--- src/rtl/buffer_row_packer_if.sv ---
// Beat-stream, command and row-write signals of buffer_row_packer.
// Handshake: a beat moves on a rising edge where i_valid && o_ready; i_data is don't-care otherwise.
interface buffer_row_packer_if #(
    parameter int WIDTH = 384,
    parameter int IN_W  = 64,
    parameter int DEPTH = 16
);
    localparam int ADDR_W = (DEPTH > 1) ? $clog2(DEPTH) : 1;

    logic              i_start;
    logic [ADDR_W-1:0] i_base;
    logic [ADDR_W:0]   i_rows;
    logic              i_valid;
    logic [IN_W-1:0]   i_data;
    logic              i_last;
    logic              o_ready;
    logic              o_we;
    logic [ADDR_W-1:0] o_addr_wr;
    logic [WIDTH-1:0]  o_data_wr;
    logic              o_busy;
    logic              o_done;

    modport master (
        output i_start, i_base, i_rows, i_valid, i_data, i_last,
        input  o_ready, o_we, o_addr_wr, o_data_wr, o_busy, o_done
    );

    modport slave (
        input  i_start, i_base, i_rows, i_valid, i_data, i_last,
        output o_ready, o_we, o_addr_wr, o_data_wr, o_busy, o_done
    );
endinterface

--- src/rtl/buffer_row_packer.sv ---
// Packs WIDTH/IN_W input beats into one row and writes rows at wrapping sequential addresses.
// BUFFER_ROW_PACKER_LAST_EN: an accepted beat with i_last ends the transfer after a partial-row write.
module buffer_row_packer #(
    parameter int WIDTH = 384,
    parameter int IN_W  = 64,
    parameter int DEPTH = 16
) (
    input  logic                i_clk,
    input  logic                i_rst_n,
    buffer_row_packer_if.slave  bus,
    output logic [1:0]          o_state
);
    localparam int BEATS  = WIDTH / IN_W;
    localparam int ADDR_W = (DEPTH > 1) ? $clog2(DEPTH) : 1;
    localparam int ROWS_W = ADDR_W + 1;
    localparam int CNT_W  = $clog2(BEATS + 1);

    typedef enum logic [1:0] {
        S_IDLE  = 2'd0,
        S_FILL  = 2'd1,
        S_WRITE = 2'd2,
        S_DONE  = 2'd3
    } state_t;

    state_t            state_q, state_d;
    logic [ADDR_W-1:0] base_q;
    logic [ROWS_W-1:0] rows_q;
    logic [ROWS_W-1:0] row_cnt;
    logic [CNT_W-1:0]  beat_cnt;
    logic [WIDTH-1:0]  row_q;
    logic [WIDTH-1:0]  row_next;
    logic [ADDR_W-1:0] addr_q;
    logic [WIDTH-1:0]  data_q;
    logic              accept;
    logic              row_full;
    logic              row_end;
    logic              final_row;
    logic              last_hit;
    logic              last_q;

`ifdef BUFFER_ROW_PACKER_LAST_EN
    assign last_hit = bus.i_last;

    // Remembers whether the row being written was closed by i_last.
    always_ff @(posedge i_clk or negedge i_rst_n) begin
        if (!i_rst_n)
            last_q <= 1'b0;
        else if (state_q == S_IDLE)
            last_q <= 1'b0;
        else if (accept)
            last_q <= bus.i_last;
    end
`else
    logic unused_last;
    assign unused_last = bus.i_last;
    assign last_hit    = 1'b0;
    assign last_q      = 1'b0;
`endif

    assign accept    = (state_q == S_FILL) && bus.i_valid;
    assign row_full  = (beat_cnt == CNT_W'(BEATS - 1));
    assign row_end   = accept && (row_full || last_hit);
    assign final_row = (row_cnt == rows_q - ROWS_W'(1)) || last_q;

    // Current row with the incoming beat dropped into lane beat_cnt.
    always_comb begin
        row_next = row_q;
        for (int k = 0; k < BEATS; k++) begin
            if (beat_cnt == CNT_W'(k))
                row_next[k*IN_W +: IN_W] = bus.i_data;
        end
    end

    always_ff @(posedge i_clk or negedge i_rst_n) begin
        if (!i_rst_n)
            state_q <= S_IDLE;
        else
            state_q <= state_d;
    end

    always_comb begin
        state_d = state_q;
        case (state_q)
            S_IDLE: begin
                if (bus.i_start)
                    state_d = (bus.i_rows == '0) ? S_DONE : S_FILL;
            end
            S_FILL: begin
                if (row_end)
                    state_d = S_WRITE;
            end
            S_WRITE: begin
                state_d = final_row ? S_DONE : S_FILL;
            end
            S_DONE: begin
                state_d = S_IDLE;
            end
            default: state_d = S_IDLE;
        endcase
    end

    always_ff @(posedge i_clk or negedge i_rst_n) begin
        if (!i_rst_n) begin
            base_q   <= '0;
            rows_q   <= '0;
            row_cnt  <= '0;
            beat_cnt <= '0;
            row_q    <= '0;
            addr_q   <= '0;
            data_q   <= '0;
        end else begin
            case (state_q)
                S_IDLE: begin
                    if (bus.i_start) begin
                        base_q   <= bus.i_base;
                        rows_q   <= bus.i_rows;
                        row_cnt  <= '0;
                        beat_cnt <= '0;
                        row_q    <= '0;
                    end
                end
                S_FILL: begin
                    if (accept) begin
                        row_q    <= row_next;
                        beat_cnt <= beat_cnt + CNT_W'(1);
                    end
                    // Output registers are loaded as the row closes so they are valid during WRITE.
                    if (row_end) begin
                        data_q <= row_next;
                        addr_q <= base_q + row_cnt[ADDR_W-1:0];
                    end
                end
                S_WRITE: begin
                    beat_cnt <= '0;
                    row_q    <= '0;
                    if (!final_row)
                        row_cnt <= row_cnt + ROWS_W'(1);
                end
                default: ;
            endcase
        end
    end

    assign bus.o_ready   = (state_q == S_FILL);
    assign bus.o_we      = (state_q == S_WRITE);
    assign bus.o_done    = (state_q == S_DONE);
    assign bus.o_busy    = (state_q != S_IDLE);
    assign bus.o_addr_wr = addr_q;
    assign bus.o_data_wr = data_q;
    assign o_state       = state_q;
endmodule

--- src/flat_wrapper.sv ---
// flat-port wrapper written by rule: the top's interface ports become plain ports
module buffer_row_packer_flat 
#(
    parameter int WIDTH = 384,
    parameter int IN_W  = 64,
    parameter int DEPTH = 16
)
  (i_clk, i_rst_n, o_state, bus_i_start, bus_i_base, bus_i_rows, bus_i_valid, bus_i_data, bus_i_last, bus_o_ready, bus_o_we, bus_o_addr_wr, bus_o_data_wr, bus_o_busy, bus_o_done);
  buffer_row_packer_if #(.WIDTH(WIDTH), .IN_W(IN_W), .DEPTH(DEPTH)) bus_i ();
  input  logic i_clk;
  input  logic i_rst_n;
  output logic [1:0] o_state;
  input wire logic [$bits(bus_i.i_start)-1:0] bus_i_start;
  input wire logic [$bits(bus_i.i_base)-1:0] bus_i_base;
  input wire logic [$bits(bus_i.i_rows)-1:0] bus_i_rows;
  input wire logic [$bits(bus_i.i_valid)-1:0] bus_i_valid;
  input wire logic [$bits(bus_i.i_data)-1:0] bus_i_data;
  input wire logic [$bits(bus_i.i_last)-1:0] bus_i_last;
  output wire logic [$bits(bus_i.o_ready)-1:0] bus_o_ready;
  output wire logic [$bits(bus_i.o_we)-1:0] bus_o_we;
  output wire logic [$bits(bus_i.o_addr_wr)-1:0] bus_o_addr_wr;
  output wire logic [$bits(bus_i.o_data_wr)-1:0] bus_o_data_wr;
  output wire logic [$bits(bus_i.o_busy)-1:0] bus_o_busy;
  output wire logic [$bits(bus_i.o_done)-1:0] bus_o_done;
  assign bus_i.i_start = bus_i_start;
  assign bus_i.i_base = bus_i_base;
  assign bus_i.i_rows = bus_i_rows;
  assign bus_i.i_valid = bus_i_valid;
  assign bus_i.i_data = bus_i_data;
  assign bus_i.i_last = bus_i_last;
  assign bus_o_ready = bus_i.o_ready;
  assign bus_o_we = bus_i.o_we;
  assign bus_o_addr_wr = bus_i.o_addr_wr;
  assign bus_o_data_wr = bus_i.o_data_wr;
  assign bus_o_busy = bus_i.o_busy;
  assign bus_o_done = bus_i.o_done;
  buffer_row_packer #(.WIDTH(WIDTH), .IN_W(IN_W), .DEPTH(DEPTH)) u_core (.i_clk(i_clk), .i_rst_n(i_rst_n), .bus(bus_i), .o_state(o_state));
endmodule
--- config.mk ---
export PLATFORM = sky130hd
export DESIGN_NAME = buffer_row_packer_flat
export DESIGN_NICKNAME = d
export VERILOG_FILES = /design/src/rtl/buffer_row_packer_if.sv /design/src/rtl/buffer_row_packer.sv /design/src/flat_wrapper.sv
export SDC_FILE = /design/constraint.sdc
export NUM_CORES = 1
export LEC_CHECK = 0
export BUFFER_PORTS_ARGS = -buffer_cell sky130_fd_sc_hd__clkbuf_2
export CAP_MARGIN = 20
export CORE_ASPECT_RATIO = 0.75
export CORE_MARGIN = 2
export CORE_UTILIZATION = 50
export CTS_CLUSTER_SIZE = 10
export DETAILED_ROUTE_END_ITERATION = 16
export PLACE_DENSITY = 0.72
export SLEW_MARGIN = 25
export SYNTH_ARGS = -nofsm -noshare
export SYNTH_HDL_FRONTEND = slang
export SYNTH_SLANG_ARGS = --single-unit
--- constraint.sdc ---
create_clock -name i_clk -period 3.8 [get_ports i_clk]
set_clock_uncertainty 0.2 [all_clocks]
set_input_delay 0.57 -clock i_clk [delete_from_list [all_inputs] [get_ports i_clk]]
set_output_delay 0.57 -clock i_clk [all_outputs]
set_load 0.1 [all_outputs]
---- Word-level counts from Yosys, hierarchy flattened ----
Index checks and enable logic that the tools add are counted.
word-level totals
  latch bits .............................. 0
  bits in writable memories ............... 0
  input port bits ......................... 78
  output and inout port bits .............. 394
  memories kept ........................... 0
  register bits ........................... 791
  bits in read-only memories .............. 0
cells by class
  eq/ne operators ......................... 13
  shifts and indexed selects .............. 0
  reductions and logical operators ........ 13
  multiplexer cells ....................... 20
  $lt $le $gt $ge ......................... 0
  div/mod/pow operators ................... 0
  $add $sub $neg .......................... 4
  bitwise gates (word level) .............. 0
  multiply operators ...................... 0
operators with widths
  cell                                                  number
  case mux 384 bit (3 select lines)                     1
  two-way mux 384 bit                                   2
  two-way mux 64 bit                                    6
  two-way mux 5 bit                                     2
  case mux 5 bit (2 select lines)                       1
  case mux 3 bit (3 select lines)                       1
  two-way mux 2 bit                                     4
  case mux 2 bit (4 select lines)                       1
  equality test 3 x 2 -> 1 bit (second input constant)  2
  equality test 3 bit (second input constant)           2
  two-way mux 3 bit                                     2
  AND reduction 2 bit                                   3
  AND reduction 3 bit                                   2
  adder 5 x 1 -> 5 bit (second input constant)          1
  equality test 5 bit                                   1
  logical NOT 5 bit                                     1
  subtractor 5 x 1 -> 5 bit (second input constant)     1
  adder 4 bit                                           1
  equality test 2 bit (second input constant)           2
  != test 2 x 1 -> 1 bit (second input constant)        2
  != test 2 bit (second input constant)                 2
  nonzero test 2 bit                                    2
  adder 3 x 1 -> 3 bit (second input constant)          1
  equality test 3 x 1 -> 1 bit (second input constant)  1
  5 further kinds                                       6

---- Logic depth before layout (Yosys ltp) ----
  depth after elaboration ................. 5
  depth in mapped cells ................... 9
  mapped depth without buffers ............ 6

---- Least setup slack after synthesis ----
Ideal clock, no wire load.
  path type ............................... reg2reg
  start ................................... register u_core.state_q[1] (netlist: u_core.o_state[1])
  end ..................................... register u_core.row_cnt[0]
  data required time ...................... 3.472 ns
  stages on the path, launching flop included .. 5
  period minus slack after synthesis ...... 3.918 ns
  setup slack ............................. -0.118 ns
  setup time .............................. 0.128 ns
  path buffers ............................ 0
  arrival time ............................ 3.590 ns
  cell sequence ........................... dfrtp_1 nor2b_1 nand4_1 o21ai_1 mux2_1
between the ends
  cells in the longest elaborated chain, start to end .. 3
  elaborated cells on any way between the ends .. 7
ends and longest elaborated chain
  item                                                           RTL line                  source
  start, declared                                                buffer_row_packer.sv:25   state_t state_q, state_d;
  start signal, assigned                                         buffer_row_packer.sv:78   state_q <= state_d;
  equality test 2 bit (*)                                        --
  net bus_o_we                                                   flat_wrapper.sv:20        output wire logic [$bits(bus_i.o_we)-1:0] bus_o_we;
  != test 2 bit (no line) or nonzero test 2 bit (tied branches)  --
  AND reduction 3 bit (no line)                                  --
  end signal, assigned                                           buffer_row_packer.sv:137  row_cnt <= row_cnt + ROWS_W'(1);
  end, declared                                                  buffer_row_packer.sv:28   logic [ROWS_W-1:0] row_cnt;
The timed path passes the listed nets; every way through them passes the cells marked *.
A chain may end at the register's enable or synchronous reset.

---- Final worst setup path ----
  start ................................... register u_core.state_q[0] (netlist: u_core.o_state[0])
  end ..................................... output bus_o_ready
between the ends
  cells in the longest elaborated chain, start to end .. 1
ends and longest elaborated chain
  item                          RTL line                  source
  equality test 2 x 1 -> 1 bit  buffer_row_packer.sv:144  assign bus.o_ready = (state_q == S_FILL);
  end, declared                 flat_wrapper.sv:19        output wire logic [$bits(bus_i.o_ready)-1:0] bus_o_ready;
No other way between the ends.

==> impl_metrics.toml <==
[logic_synthesis]
ys_seq_elements = 727
netlist_instances = 3236
yosys.area.top_type = "dfrtp_1"
synth.distinct_cells = 38
synth_edf_count = 0
ys.flop_type = "dfrtp_1"
ys_seq_area_frac = 0.614
yosys_warnings = 0
yosys.area.top_type_share = 0.614
syn_area_um2 = 29600
synth_async_sr_flop_share = 1.00
synth_area_leaders = "dfrtp_1 (61%), nand2_1 (20%), o21ai_0 (7.8%)"
synth.avg_cell_area_um2 = 9.15
synth.net_count = 3325

[drt]
wl_per_cell_um = 17.6
drtAntennaViolNets = 0
drc = 0
drt-total-wl_mm = 77.1
vias = 22700
firstDrtPassIters = 5
drt_iter0_markers = 1768
viasPerCell = 5.18

[setup_path]
worstSetupEndpoint = "bus_o_ready"
r2r-start = "u_core.o_state[0]$_DFFE_PN0P_"
r2r_cells = 5
critical_path_depth = 2
crit_arrival_ns = 1.90
cp-startpoint = "u_core.o_state[0]$_DFFE_PN0P_"
path_buf_inv = 1
crit_required_ns = 3.03
path_max_fanout = 8
cpPeakStageDelay_ns = 0.51
critPathSlowestCell = "dfrtp_1"
regToRegEndpoint = "u_core.row_q[91]$_DFFE_PN0P_"
crit_chain = "nor2b_4 > clkbuf_2"
r2r_setup_slack_ns = 1.24
path_class = "reg2out"
start_kind = "register"
critPathCaptureType = "output port"
crit_family = "flip-flops"

[placement]
portBuffers = 470
dp_hpwl_mm = 49.0
place_congestion = 0.816

[power]
powerDensity_nw_per_um2 = 720
vdd_drop_max_uv = 758
leakage_nw = 18.1

[global_routing]
grt_usage = 0.253
first_global_vias = 22000
antenna_found_initial = 0
grt_max_degree = 115
gr-total-overflow = 0
grt_pass1_wl_mm = 124

[finish]
n_antenna_cell = 0
nFillCells = 5062
nets = 3676
layout-drive-gt1-share = 0.177
syn_to_final_growth_pct = 17.3

[sta]
hold_slack_ns = 0.0725
min_period_ns = 2.67
finalSetupViolCount = 0
finalSetupTns_ns = 0
rsz0062_at_grt = "no"
tightest_slew_ns = 0.787
period_share = 0.702
max_freq_ghz = 0.375
slew_headroom = 0.476
maxSlewViolCount = 0
finalHoldViolCount = 0

[die]
initial_core_util = 0.504
core_um2 = 58800
rows = 77
die_y_um = 215
die_w_um = 285
pin_count = 472
die_area_um2 = 61200

[clock_tree]
cts_tree = "done"
cts-root-buf = "clkbuf_16"
max-clock-path-buffers = 3
cts_buffers = 83
cts_setup_buffers = 0
htree_num_levels = 3
cts_sinks = 727
worstSkewPairLatency_ns = 0.63
clk_pin_slew_ns = 0.06

[worst_hold_path]
worstHoldPathCells = 3
min_path_type = "in2reg"

[run_status]
status = "finished clean"

[flow_run]
drv_cap = 0
## cells in the mapped netlist, types with 5 or more instances
cell type	instances
nand2_1	1572
xor2_1	5
dfrtp_1	727
mux2i_1	132
buf_2	55
nor2_1	7
buf_1	21
o21ai_0	459
buf_4	43
and3_1	5
inv_1	11
buf_6	13
clkbuf_1	141
nand2b_1	5
ha_1	10
## final cells by class
class | count | area (µm²) | share of cell area
Sequential cell | 727 | 18200 | 0.524
Multi-Input combinational cell | 2225 | 10100 | 0.290
Timing Repair Buffer | 539 | 3190 | 0.0920
Clock buffer | 85 | 2110 | 0.0606
Tap cell | 790 | 988 | 0.0285
Clock inverter | 9 | 126 | 0.00364
Inverter | 11 | 41.3 | 0.00119
## routing by layer
layer	vias up	share of wire	global-route usage
li1	10900	-	-
met5	-	0	0
met1	11000	0.46	0.378
met2	684	0.45	0.374
met4	0	0.023	0.0696
met3	121	0.067	0.0564
## report_power, final
| group | switching, W | internal [W] |
|---|---|---|
| registers | 0.000889 | 0.00926 |
| clock network | 0.00301 | 0.00394 |
| logic | 0.00639 | 0.00152 |
| total | 0.0103 | 0.0147 |
## tightest hold or removal path: cells and delay by family
kind,cells,cell delay [ns]
AND/OR/NAND/NOR,2,0.13
buffers and inverters,1,0.16
## placed cells by master, fill, tap and decap left out, types with 6 or more instances in the layout
cell and n:
nand2_1 1571, dfrtp_1 727, clkbuf_2 469, o21ai_0 459, mux2i_1 132, clkbuf_16 84, buf_4 36, buf_12 23
inv_1 11, dlygate4sd3_1 10, ha_1 9, nor2_1 6
## cells by family after synthesis
family	count (synthesis)	share of synthesized area
compound gates	469	0.0800
mux	133	0.0450
xor+xnor	8	0.00237
buf+inv	284	0.0471
flops	727	0.614
fa+ha+maj	11	0.00490
simple gates	1604	0.206
## what timing repair did
item,CTS,global route
hold buffers,10,0
resized for setup,0,0
endpoints found under the hold margin,73,0
## worst min-delay path by stage
| stage | startpoint | end | slack, ns |
|---|---|---|---|
| 3_3_place_gp | u_core.row_q[10]$_DFFE_PN0P_ | u_core.bus.o_data_wr[10]$_DFFE_PN0P_ | 0.25 |
| 6_report | bus_i_data[48] | u_core.bus.o_data_wr[368]$_DFFE_PN0P_ | 0.07 |
| 5_1_grt | bus_i_data[48] | u_core.bus.o_data_wr[368]$_DFFE_PN0P_ | 0.07 |
| 4_1_cts | bus_i_data[48] | u_core.bus.o_data_wr[368]$_DFFE_PN0P_ | 0.03 |
| 3_5_place_dp | u_core.row_q[96]$_DFFE_PN0P_ | u_core.bus.o_data_wr[96]$_DFFE_PN0P_ | 0.25 |
| 2_1_floorplan | i_rst_n | u_core.base_q[0]$_DFFE_PN0P_ | 0.07 |
## flip-flops by register name, summed over array words and instances, names as in the netlist
register,cells
u_core.base_q,4
u_core.beat_cnt,3
u_core.bus.o_addr_wr,4
u_core.bus.o_data_wr,384
u_core.o_state,2
u_core.row_cnt,5
u_core.row_q,320
u_core.rows_q,5
## per-stage QoR
step / setup WS, ns / cells / cell area [µm²] / power [W] / utilization
2_1_floorplan: 0.487 / 3236 / 29600 / 0.0163 / -
3_3_place_gp: 1.32 / 4282 / 32400 / 0.0180 / 0.551
3_5_place_dp: 1.26 / 4282 / 32400 / 0.0182 / 0.551
4_1_cts: 1.10 / 4386 / 34700 / 0.0252 / 0.591
5_1_grt: 1.06 / 4386 / 34700 / 0.0262 / 0.591
6_report: 1.13 / 4386 / 34700 / 0.0250 / 0.591
Note: power is estimated with default switching activity, not from simulation.
